--- src/rtl/memory_stage.sv ---
// memory_stage: MIPS M->W pipeline stage with a ready/req data-memory handshake,
// wait-state timeout and sticky error flag for misaligned or aborted accesses.
module memory_stage #(
    parameter int width   = 32,
    parameter int TIMEOUT = 15
) (
    input  logic             clk,
    input  logic             rst_n,
    input  logic [width-1:0] ALUOutM,
    input  logic [width-1:0] WriteDataM,
    input  logic [4:0]       WriteRegM,
    input  logic             RegWriteM,
    input  logic             MemtoRegM,
    input  logic             MemWriteM,
    input  logic             err_clr,
    output logic             dmem_req,
    output logic             dmem_we,
    output logic [width-1:0] dmem_addr,
    output logic [width-1:0] dmem_wdata,
    input  logic [width-1:0] dmem_rdata,
    input  logic             dmem_ready,
    output logic             StallM,
    output logic [width-1:0] ResultW,
    output logic [4:0]       WriteRegW,
    output logic             RegWriteW,
    output logic             mem_err
);
    localparam int CW = $clog2(TIMEOUT + 1);

    typedef enum logic {IDLE, WAIT} state_t;

    state_t           r_state, w_next;
    logic [CW-1:0]    r_cnt, w_cnt_next;
    logic [width-1:0] r_alu_out_w, r_read_data_w;
    logic             r_mem_to_reg_w;
    logic             w_access, w_misaligned, w_done, w_abort, w_kill;

    assign dmem_we    = MemWriteM;
    assign dmem_addr  = ALUOutM;
    assign dmem_wdata = WriteDataM;
    assign ResultW    = r_mem_to_reg_w ? r_read_data_w : r_alu_out_w;

    // Outputs are gated by rst_n so a reset mid-access drops the request at once.
    always_comb begin
        w_access     = MemtoRegM | MemWriteM;
        w_misaligned = (r_state == IDLE) & w_access & (ALUOutM[1:0] != 2'b00);
        dmem_req     = rst_n & ((r_state == WAIT) | (w_access & ~w_misaligned));
        w_done       = dmem_req & dmem_ready;
        w_abort      = dmem_req & (r_state == WAIT) & ~dmem_ready & (r_cnt == CW'(TIMEOUT));
        StallM       = dmem_req & ~w_done & ~w_abort;
        w_kill       = w_misaligned | w_abort;
        w_next       = StallM ? WAIT : IDLE;
        w_cnt_next   = StallM ? r_cnt + 1'b1 : '0;
    end

    always_ff @(posedge clk or negedge rst_n) begin
        if (!rst_n) begin
            r_state <= IDLE;
            r_cnt   <= '0;
        end else begin
            r_state <= w_next;
            r_cnt   <= w_cnt_next;
        end
    end

    // A stalled cycle inserts a bubble: only the write enable changes.
    always_ff @(posedge clk or negedge rst_n) begin
        if (!rst_n) begin
            r_alu_out_w    <= '0;
            r_read_data_w  <= '0;
            r_mem_to_reg_w <= 1'b0;
            WriteRegW      <= '0;
            RegWriteW      <= 1'b0;
            mem_err        <= 1'b0;
        end else begin
            if (w_kill)
                mem_err <= 1'b1;
            else if (err_clr)
                mem_err <= 1'b0;
            if (StallM) begin
                RegWriteW <= 1'b0;
            end else begin
                RegWriteW      <= RegWriteM & ~w_kill;
                WriteRegW      <= WriteRegM;
                r_alu_out_w    <= ALUOutM;
                r_mem_to_reg_w <= MemtoRegM;
                if (w_done)
                    r_read_data_w <= dmem_rdata;
            end
        end
    end
endmodule

--- config.mk ---
export PLATFORM = sky130hd
export DESIGN_NAME = memory_stage
export DESIGN_NICKNAME = d
export VERILOG_FILES = /design/src/rtl/memory_stage.sv
export SDC_FILE = /design/constraint.sdc
export NUM_CORES = 1
export LEC_CHECK = 0
export ABC_CLOCK_PERIOD_IN_PS = 2200
export BUFFER_PORTS_ARGS = -buffer_cell sky130_fd_sc_hd__buf_2
export CORE_MARGIN = 8
export CORE_UTILIZATION = 30
export DETAILED_ROUTE_END_ITERATION = 12
export GPL_TIMING_DRIVEN = 1
export SYNTH_ARGS = -nofsm -noshare
export SYNTH_HDL_FRONTEND = slang
export SYNTH_SLANG_ARGS = --single-unit
--- constraint.sdc ---
create_clock -name clk -period 2.2 [get_ports clk]
set_input_delay 0.11 -clock clk [delete_from_list [all_inputs] [get_ports clk]]
set_output_delay 0.11 -clock clk [all_outputs]
set_load 0.005 [all_outputs]
### Word-level counts from Yosys, hierarchy flattened

Cells that the tools add are included.

* word-level logic and storage cells: 40
* register bits after elaboration: 77
* output and inout port bits: 106
* bits in writable memories: 0
* memories: 0
* memory bits (read-only): 0
* bits in latches: 0
* input bits: 108

* bitwise gates (word level): 21
* div/mod/pow operators: 0
* equality and inequality tests: 1
* multiply operators: 0
* reduce and logical (&&, ||, !) cells: 3
* $add $sub $neg: 1
* mux-type cells: 6
* shift operators: 0
* order comparisons: 0

Operators by type and width (count)
* 2-to-1 mux 32 bit: 1
* bitwise AND 1 bit: 11
* inverter 1 bit: 7
* adder 4 x 1 -> 4 bit, second input constant: 1
* == test 4 bit, second input constant: 1
* 2-to-1 mux 1 bit: 4
* 2-to-1 mux 4 bit: 1
* nonzero test 2 bit: 2
* bitwise OR 1 bit: 3
* AND reduction 2 bit: 1

### Depth between registers and ports, before layout

* word-level depth: 14
* gate-level depth with buffers: 5
* depth with buffers taken out: 4

### Worst setup path after synthesis

No wires, ideal clock.

* path type: register to register
* start: reg r_cnt[0]
* end: reg r_alu_out_w[0]
* stages on the path, launching flop included: 6
* path buffers: 1
* path slack: 0.442 ns
* clock period less this slack: 1.758 ns
* library setup time: 0.125 ns
* required time: 2.075 ns
* arrival: 1.633 ns
* cell sequence: dfrtp_1 ha_1 nand4_1 nor4b_4 buf_6 mux2_2

* cells in the longest elaborated chain, start to end: 4

Ends and longest elaborated chain
* from (decl): RTL line 33 `logic [CW-1:0] r_cnt, w_cnt_next;`
* from (signal assigned): RTL line 62 `r_cnt <= w_cnt_next;`
* == test 4 bit: RTL line 49 `w_abort = dmem_req & (r_state == WAIT) & ~dmem_ready & (r_cnt == CW'(TIMEOUT));`
* bitwise AND 1 bit: RTL line 49
* inverter 1 bit: RTL line 50 `StallM = dmem_req & ~w_done & ~w_abort;`
* bitwise AND 1 bit: RTL line 50
* net StallM: RTL line 22 `output logic StallM,`
* to (signal assigned): RTL line 85 `r_alu_out_w <= ALUOutM;`
* to (decl): RTL line 34 `logic [width-1:0] r_alu_out_w, r_read_data_w;`

The timed path passes the listed nets, and every way through them passes these cells.
A chain may end at the register's enable or synchronous reset.

### Worst setup path in the final report

* start: in MemtoRegM
* end: reg r_read_data_w[31]

* cells in the longest elaborated chain, start to end: 14
* elaborated cells between the ends (all ways): 17
* those cells by class: 16 x bitwise; 1 x reduce/logical

Ends and longest elaborated chain
* from (decl): RTL line 13 `input logic MemtoRegM,`
* bitwise OR 1 bit *: RTL line 45 `w_access = MemtoRegM | MemWriteM;`
* bitwise AND 1 bit (2 in series): RTL line 46 `w_misaligned = (r_state == IDLE) & w_access & (ALUOutM[1:0] != 2'b00);`
* inverter 1 bit: RTL line 47 `dmem_req = rst_n & ((r_state == WAIT) | (w_access & ~w_misaligned));`
* bitwise AND 1 bit *: RTL line 47
* bitwise OR 1 bit *: RTL line 47
* bitwise AND 1 bit *: RTL line 47
* bitwise AND 1 bit (3 in series): RTL line 49
* inverter 1 bit: RTL line 50
* bitwise AND 1 bit: RTL line 50
* inverter 1 bit (no line)
* AND reduction 2 bit (no line) *
* to (signal assigned): RTL line 88 `r_read_data_w <= dmem_rdata;`
* to (decl): RTL line 34

Mark *: on every way between the ends. The rest lies on a longest branch, timed or not.

==> impl_metrics.ini <==
[outcome]
status = finished clean

[route]
vias = 2540
routed.top_layer = met4
wl_per_cell_um = 14.88
drt_pass1_iterations = 4
dr_wl_met3_um = 575
wl_met2_um = 4650
via_per_inst = 4.233
wl_um = 8928
drt_iter0_drc = 66
wl_met1_um = 3508
antenna_left = 0
drcViolationCount = 0

[critical_path]
crit_end = r_read_data_w[31]$_DFFE_PN0P_
r2r_cells = 5
required_ns = 2.41
reg2reg_from = r_cnt[0]$_DFF_PN0_
crit_arrival_ns = 2.25
critPathCaptureType = register
worstPathMaxFanout = 32
cp-startpoint = MemtoRegM
rrSetupSlack_ns = 0.37
crit_type = input port to register
crit_path_start_kind = input port
r2r-end = r_alu_out_w[23]$_DFFE_PN0N_

[finish]
area_growth_pct = 35.37
fillers = 1178
final_cell_mix = buf_2, dfrtp_1, mux2_2, dlygate4sd3_1, mux2_1
final_nets = 532
instances_no_fill = 600
layout-drive-gt1-share_pct = 55.84
antenna_cells = 0
final_common_cell = buf_2

[synth]
syn_nets = 386
synth_area_leader_cell = dfrtp_1
synthArstFlopShare_pct = 100.0
postSynthAreaPerCell_um2 = 13.70
netlist_area_um2 = 3796
synth_edf_count = 0
syn_inst = 277
yosys_warnings = 0
ys_seq_elements = 77
synth_seq_area_share_pct = 50.76
ys_types = 23
synth_top_flop_cell = dfrtp_1
yosysTopAreaCellShare_pct = 50.76
synth_area_leaders = dfrtp_1, mux2_2, buf_4

[cts]
numClockSinks = 77
numCtsBuffers = 9
cts_resized = 0
cts_root_buf = clkbuf_16
cts_tree = built
htreeDepth = 3
clkSlewWorstSetupHoldPaths_ns = 0.06
clock_latency_ns = 0.33
ctsLongestPathBuffers = 2

[timing]
clock_skew_ns = 0.005151
tightest_slew_ns = 0.9793
fmax_mhz = 492.6
slew_headroom_pct = 34.56
min_period_ns = 2.030
fin_crit_sh_pct = 92.28
slew_viol_final = 0
fin_tns_setup_ns = 0
rsz0062_at_grt = no
setup_viol = 0
hold_viol_final = 0

[die]
initial_core_util_pct = 30.45
rows = 41
dieHeight_um = 128.5
core-area_um2 = 12470
die_area_um2 = 16510
die_w_um = 128.5
ioPinCount = 214

[power_and_ir_drop]
peakVddDrop_uv = 334.4
leakage_nw = 2.420
p_per_area_nw_per_um2 = 789.9

[placement]
io_buffers = 149
place_congestion = 0.6943
dp.cells = 527
dp_hpwl_um = 6126

[global_routing]
grt_max_degree = 78
grt_pass1_wl_um = 14390
grt_overflow_total = 0
track_usage_pct = 10.99
antenna_found_initial = 0
grt_pass1_vias = 2889

[run]
drv_cap = 0

[hold_path]
hp-class = input port to register
[timing repair]
item | CTS | global route
setup buffers | 0 | 0
hold buffers | 57 | 0
endpoints found under the hold margin | 57 | 0
[area by class of cell]
cell class                 instances  area [µm²]  share of cell area [%]
clock buffer                      12       256.5                   4.991
clock inverter                     4       70.07                   1.364
inverter                           2       7.507                  0.1461
multi-input combinational        122        1306                   25.42
sequential                        77        1927                   37.50
tap                              172       215.2                   4.188
timing repair buffer             211        1356                   26.39
[power breakdown]
part | total (W) | switching [W] | internal, W | leakage (nW)
Sequential | 0.00172 | 0.0000968 | 0.00162 | 0.920
Combinational | 0.000730 | 0.000269 | 0.000462 | 1.34
Clock | 0.00161 | 0.000558 | 0.00105 | 0.163
[cells in the mapped netlist (2+ instances only)]
library cell and count:
buf_2 3, buf_4 65, and2_1 3, inv_1 2, dfrtp_1 77, buf_6 4, mux2_1 35, mux2_2 67
o21ai_0 2, nor2_1 3, clkbuf_1 4
[per-stage QoR]
stage	worst slack (ns)	cell area (µm²)	utilization, %	hold WS [ns]	power, W
4_1_cts	0.1445	5139	41.22	0.0002904	0.004140
3_3_place_gp	0.3293	4242	34.03	0.2200	0.002388
3_5_place_dp	0.2972	4242	34.03	0.2200	0.002410
6_report	0.1698	5139	41.22	0.01671	0.004059
5_1_grt	0.0005158	5139	41.22	0.003665	0.004272
2_1_floorplan	0.4424	3796	-	-0.1856	0.002165
[layer usage]
layer	global-route usage, %	up-vias
met5	0	-
met4	5.460	0
met3	3.682	20
met2	18.91	85
met1	11.91	1250
li1	-	1185
[state kept, by name, summed over array words and instances (netlist names)]
name / flops
r_cnt: 4
mem_err: 1
r_read_data_w: 32
r_alu_out_w: 32
r_state: 1
WriteRegW: 5
r_mem_to_reg_w: 1
RegWriteW: 1
[kinds of logic after synthesis]
logic type,count (synthesis),share of synthesized area [%]
AOI/OAI and AO/OA,5,1.022
xor gates and xnor gates,2,0.4615
adders and majority gates,1,0.3295
buffers and inverters,78,15.03
DFF,77,50.76
muxes,102,30.26
and+or+nand+nor,12,2.142
[worst min-delay path by stage]
| stage | from | end | slack (ns) | cells after the start |
|---|---|---|---|---|
| after floorplan | rst_n | RegWriteW$_DFF_PN0_ | -0.19 | 0 |
| after global placement | WriteDataM[11] | dmem_wdata[11] | 0.22 | 0 |
| after detailed placement | WriteDataM[11] | dmem_wdata[11] | 0.22 | 0 |
| after CTS | dmem_rdata[2] | r_read_data_w[2]$_DFFE_PN0P_ | 0.0003 | 2 |
| after global routing | dmem_rdata[22] | r_read_data_w[22]$_DFFE_PN0P_ | 0.004 | 2 |
| final | ALUOutM[2] | r_alu_out_w[2]$_DFFE_PN0N_ | 0.02 | 2 |
[critical path: stages]
cell,delay [ns]
dlygate4sd3_1,0.53
buf_2,0.11
or2_1,0.16
a21oi_2,0.13
nor2_4,0.78
mux2_2,0.42
(Power assumes the default switching activity.)
